--- config.mk ---
export PLATFORM = sky130hd
export DESIGN_NAME = freq_gate_counter_flat
export DESIGN_NICKNAME = d
export VERILOG_FILES = /design/src/rtl/freq_gate_counter_if.sv /design/src/rtl/freq_gate_counter.sv /design/src/flat_wrapper.sv
export SDC_FILE = /design/constraint.sdc
export NUM_CORES = 1
export LEC_CHECK = 0
export CAP_MARGIN = 20
export CORE_ASPECT_RATIO = 1.25
export CORE_MARGIN = 3
export CORE_UTILIZATION = 40
export CTS_CLUSTER_DIAMETER = 50
export DETAILED_ROUTE_END_ITERATION = 12
export GPL_TIMING_DRIVEN = 0
export SETUP_SLACK_MARGIN = 0.1
export SYNTH_ARGS = -nofsm -noshare
export SYNTH_HDL_FRONTEND = slang
export SYNTH_SLANG_ARGS = --single-unit
export TNS_END_PERCENT = 100
--- constraint.sdc ---
create_clock -name clk -period 2.13 [get_ports clk]
set_clock_uncertainty 0.2 [all_clocks]
set_input_delay 0.426 -clock clk [delete_from_list [all_inputs] [get_ports clk]]
set_output_delay 0.426 -clock clk [all_outputs]
set_load 0.05 [all_outputs]
--- src/rtl/freq_gate_counter_if.sv ---
// Bus between the frequency-counter gate stage and its consumers: gate and
// measured signal in, latched result with strobe, overflow and busy flags out.
interface freq_gate_counter_if #(
  parameter int CNT_W = 26
);
  logic             gate;
  logic             sig_in;
  logic [CNT_W-1:0] freq_out;
  logic             freq_valid;
  logic             ovf;
  logic             busy;

  modport master (
    output gate, sig_in,
    input  freq_out, freq_valid, ovf, busy
  );

  modport slave (
    input  gate, sig_in,
    output freq_out, freq_valid, ovf, busy
  );
endinterface

--- src/rtl/freq_gate_counter.sv ---
// Gated edge counter: counts sig_in rising edges while the 1 Hz gate is high.
// Define FREQCNT_SYNC_EN for a 2-flop synchronizer on sig_in (board build).
module freq_gate_counter #(
  parameter int CNT_W = 26
) (
  input logic                clk,
  input logic                rst_n,
  freq_gate_counter_if.slave fc
);

  typedef enum logic [1:0] {IDLE, ARMED, COUNT, LATCH} state_e;

  localparam logic [CNT_W-1:0] CntMax = '1;

  state_e           state_q, state_d;
  logic [CNT_W-1:0] cnt_q, cnt_d;
  logic [CNT_W-1:0] freqOut_q, freqOut_d;
  logic             sat_q, sat_d;
  logic             ovf_q, ovf_d;
  logic             valid_q, valid_d;
  logic             busy_q, busy_d;
  logic             edge_q;
  logic             synced;
  logic             sigRise;

`ifdef FREQCNT_SYNC_EN
  logic [1:0] sync_q;

  always_ff @(posedge clk or negedge rst_n) begin
    if (!rst_n) sync_q <= 2'b00;
    else        sync_q <= {sync_q[0], fc.sig_in};
  end

  assign synced = sync_q[1];
`else
  logic sync_q;

  always_ff @(posedge clk or negedge rst_n) begin
    if (!rst_n) sync_q <= 1'b0;
    else        sync_q <= fc.sig_in;
  end

  assign synced = sync_q;
`endif

  always_ff @(posedge clk or negedge rst_n) begin
    if (!rst_n) edge_q <= 1'b0;
    else        edge_q <= synced;
  end

  assign sigRise = synced & ~edge_q;

  always_ff @(posedge clk or negedge rst_n) begin
    if (!rst_n) begin
      state_q   <= IDLE;
      cnt_q     <= '0;
      freqOut_q <= '0;
      sat_q     <= 1'b0;
      ovf_q     <= 1'b0;
      valid_q   <= 1'b0;
      busy_q    <= 1'b0;
    end else begin
      state_q   <= state_d;
      cnt_q     <= cnt_d;
      freqOut_q <= freqOut_d;
      sat_q     <= sat_d;
      ovf_q     <= ovf_d;
      valid_q   <= valid_d;
      busy_q    <= busy_d;
    end
  end

  // IDLE waits for a low gate so a window already open at reset release is skipped.
  always_comb begin
    state_d   = state_q;
    cnt_d     = cnt_q;
    sat_d     = sat_q;
    freqOut_d = freqOut_q;
    ovf_d     = ovf_q;
    valid_d   = 1'b0;
    case (state_q)
      IDLE: begin
        if (!fc.gate) state_d = ARMED;
      end
      ARMED: begin
        if (fc.gate) begin
          state_d = COUNT;
          cnt_d   = '0;
          sat_d   = 1'b0;
        end
      end
      COUNT: begin
        if (fc.gate) begin
          if (sigRise) begin
            if (cnt_q == CntMax) sat_d = 1'b1;
            else                 cnt_d = cnt_q + CNT_W'(1);
          end
        end else begin
          state_d   = LATCH;
          freqOut_d = cnt_q;
          ovf_d     = sat_q;
          valid_d   = 1'b1;
        end
      end
      LATCH: begin
        state_d = ARMED;
      end
      default: begin
        state_d = IDLE;
      end
    endcase
    busy_d = (state_d == COUNT);
  end

  assign fc.freq_out   = freqOut_q;
  assign fc.freq_valid = valid_q;
  assign fc.ovf        = ovf_q;
  assign fc.busy       = busy_q;

endmodule

--- src/flat_wrapper.sv ---
// flat-port wrapper written by rule: the top's interface ports become plain ports
module freq_gate_counter_flat 
#(
  parameter int CNT_W = 26
)
  (clk, rst_n, fc_gate, fc_sig_in, fc_freq_out, fc_freq_valid, fc_ovf, fc_busy);
  freq_gate_counter_if #(.CNT_W(CNT_W)) fc_i ();
  input logic clk;
  input logic rst_n;
  input wire logic [$bits(fc_i.gate)-1:0] fc_gate;
  input wire logic [$bits(fc_i.sig_in)-1:0] fc_sig_in;
  output wire logic [$bits(fc_i.freq_out)-1:0] fc_freq_out;
  output wire logic [$bits(fc_i.freq_valid)-1:0] fc_freq_valid;
  output wire logic [$bits(fc_i.ovf)-1:0] fc_ovf;
  output wire logic [$bits(fc_i.busy)-1:0] fc_busy;
  assign fc_i.gate = fc_gate;
  assign fc_i.sig_in = fc_sig_in;
  assign fc_freq_out = fc_i.freq_out;
  assign fc_freq_valid = fc_i.freq_valid;
  assign fc_ovf = fc_i.ovf;
  assign fc_busy = fc_i.busy;
  freq_gate_counter #(.CNT_W(CNT_W)) u_core (.clk(clk), .rst_n(rst_n), .fc(fc_i));
endmodule
==> impl_metrics.tcl <==
set metrics [dict create \
    gp_congestion 0.830 \
    met3_wirelength_um 293 \
    cts_tree "yes" \
    synth.area.top_cells "dfrtp_1, mux2_2, a31oi_1" \
    top_layer "met4" \
    die_w_um 80.5 \
    drv_slew 0 \
    setup_viol 11 \
    cp_top_family "simple AND/OR/NAND/NOR gates" \
    async_flop_share_pct 100 \
    synthToLayoutAreaGrowth_pct 42.4 \
    final_area_um2 3950 \
    grt_pass1_vias 2346 \
    end_kind "register" \
    hold_start "u_core.sync_q$_DFF_PN0_" \
    powerDensity_nw_per_um2 703 \
    status "finished, violations left" \
    critical_path_class "register to register" \
    cp_data_required_time_ns 2.19 \
    synthSimpleGateAreaFrac_pct 16.4 \
    start_util_pct 41.7 \
    wl_met2_um 3600 \
    row_count 33 \
    grt_pass1_wl_um 11700 \
    hold_end "u_core.edge_q$_DFF_PN0_" \
    yosys.area_share.adder_pct 0.451 \
    synthCells 246 \
    avgSynthCellArea_um2 11.3 \
    cp-start-kind "register" \
    layout_setup_ws_ns -0.0523 \
    drc_errors 0 \
    synth_xor_area_share_pct 0 \
    ios 33 \
    worstHoldPathType "register to register" \
    root_buffer "clkbuf_8" \
    worst_pin_slew_ns 0.668 \
    wirelength_met1_um 2860 \
    synth_top_family_by_area "simple AND/OR/NAND/NOR gates" \
    diodes 0 \
    design.core.area_um2 6650 \
    wl_um 6900 \
    crit_path_frequent_cell "buf_6" \
    period_needed_ns 2.18 \
    reg2reg_setup_slack_ns -0.05 \
    final-hold-violation-count 0 \
    die_area_um2 7980 \
    synth-edff-count 0 \
    synth_top_area_share_pct 54.1 \
    dp.cells 366 \
    grt_setup_unrepaired "yes" \
    drt_pass1_iterations 4 \
    antenna_found_initial 0 \
    synthDominantAreaCellType "dfrtp_1" \
    rr_endpoint "u_core.cnt_q[4]$_DFFE_PN0P_" \
    synth.area.mux_share_pct 11.3 \
    grt.total_usage_pct 19.1 \
    wl_per_cell_um 16.7 \
    clock_sinks 60 \
    synth_area_um2 2770 \
    ir_drop_uv 351 \
    reg2reg_depth 9 \
    path_buf_inv 4 \
    dpl.hpwl_um 4040 \
    violations "negative setup slack" \
    cp_slowest_cell "dfrtp_1" \
    ys_seq_area_share_pct 54.1 \
    io_buffer_count 32 \
    drt_iter0_drc 122 \
    cts_buffers 9 \
    timing.rr.start "u_core.state_q[0]$_DFF_PN0_" \
    slew_headroom_pct 55.5 \
    vias_per_cell 5.53 \
    grt_max_degree 33 \
    max_freq_ghz 0.458 \
    synth.distinct_cells 42 \
    max_cap_violations 0 \
    drive_gt1_share_pct 40.7 \
    critical-path-max-stage-delay_ns 0.38 \
    grt_overflow_total 0 \
    dpl_cell_area_um2 3250 \
    clock_path_buffers 2 \
    final_nets 327 \
    h-tree-depth 3 \
    fin_crit_sh_pct 102 \
    synth_flop_cell "dfrtp_1" \
    final_cells 414 \
    path_cells "nand2b_4, buf_6, or3_4, buf_6, a31oi_4, buf_6, buf_6, or2b_1, a31oi_1" \
    synth-seq-cells 60 \
    num_vias 2289 \
    die_y_um 99.1 \
    p_leak_nw 1.91 \
    clock_latency_ns 0.34 \
    synth.top_cells.by_count "dfrtp_1, mux2_2, nand2_1" \
    worstHoldPathCells 0 \
    synth_compound_gate_area_share_pct 13.2 \
    yosysWarnings 0 \
    ant_nets 0 \
    crit_arrival_ns 2.24 \
    synth_nets 251 \
    critical_path.max_fanout 4 \
    cts.clk_slew.worst_paths_ns 0.06 \
    yosysMostFrequentCell "dfrtp_1" \
]
## cells by family after synthesis
| group | count (synthesis) |
|---|---|
| AND/OR/NAND/NOR | 79 |
| flip-flops | 60 |
| AO/OA/AOI/OAI | 58 |
| multiplexers | 28 |
| buffers and inverters | 20 |
| adder cells (fa/ha/maj) | 1 |
## worst register-to-register path: stages (launching register included)
cell,delay [ns]
dfrtp_1,0.38
nand2b_4,0.14
buf_6,0.12
or3_4,0.32
buf_6,0.14
a31oi_4,0.19
buf_6,0.13
buf_6,0.08
or2b_1,0.23
a31oi_1,0.16
## where the power goes
part	internal [W]	total (W)	leakage (nW)	switching, W
Clock	0.000750	0.00119	0.122	0.000444
Sequential	0.00118	0.00121	0.814	0.0000289
Combinational	0.000135	0.000367	0.974	0.000232
## how the worst max path moves through the flow
stage	start	to	slack, ns	depth (start not counted)
2_1_floorplan	u_core.state_q[0]$_DFF_PN0_	u_core.cnt_q[3]$_DFFE_PN0P_	0.03	8
3_3_place_gp	rst_n	u_core.state_q[0]$_DFF_PN0_	-1.53	1
3_5_place_dp	fc_gate	u_core.fc.freq_out[24]$_DFFE_PN0P_	-0.63	4
4_1_cts	u_core.state_q[0]$_DFF_PN0_	u_core.fc.freq_out[24]$_DFFE_PN0P_	-0.03	5
5_1_grt	u_core.state_q[0]$_DFF_PN0_	u_core.cnt_q[4]$_DFFE_PN0P_	-0.15	9
6_report	u_core.state_q[0]$_DFF_PN0_	u_core.cnt_q[4]$_DFFE_PN0P_	-0.05	9
## layout by cell type (no fill, tap or decap), types with 5 or more instances in the layout
cell type      Yosys  layout
mux2_2            27      27
dfrtp_2            0       7
buf_4              3      21
inv_1              6       6
a31oi_1           19      19
buf_6              4      16
dlygate4sd2_1      0      30
dfrtp_1           60      53
a21oi_2            0       5
o21ai_1           11       6
nand4_1            6       6
o21ai_2            0       6
clkbuf_8           0      12
nor2_1            10       9
a21oi_1           12       7
nand3_1           12      11
nand2_1           24      22
## state kept, by name, indices dropped and copies added, names as in the netlist
name and cells:
u_core.sync_q 1, u_core.state_q 2, u_core.sat_q 1, u_core.fc.freq_valid 1
u_core.fc.freq_out 26, u_core.fc.busy 1, u_core.fc.ovf 1, u_core.cnt_q 26
u_core.edge_q 1
## timing repair
action	in CTS	in global routing
endpoints found under the setup margin	83	45
gates resized for setup	70	22
setup buffers	23	5
hold buffers	1	0
hold endpoints to repair	28	0
pin swaps	24	7
gates cloned	4	0
## metal layers
metal  GRT usage, %  up-vias
li1               -     1060
met4           8.06        0
met1           24.2     1146
met2           30.7       69
met3           5.07       14
met5              0        -
## layout make-up
class	instances	area, um^2
Buffer	13	135
Clock buffer	12	165
Clock inverter	4	70.1
Fill cell	601	2700
Inverter	6	22.5
Multi-Input combinational cell	166	1340
Sequential cell	60	1510
Tap cell	87	109
Timing Repair Buffer	66	601
## metrics by stage
stage	power [W]	setup TNS [ns]	util, %	worst slack, ns	hold slack, ns
4_1_cts	0.00279	-0.543	57.7	-0.0344	0.182
5_1_grt	0.00289	-1.57	59.4	-0.145	0.197
3_5_place_dp	0.00157	-27.35	48.9	-0.634	0.167
3_3_place_gp	0.00156	-118.58	48.7	-1.53	0.162
2_1_floorplan	0.00144	0	-	0.0322	-0.0696
6_report	0.00277	-0.191	59.4	-0.0523	0.178
Note: power is estimated with default switching activity, not from simulation.
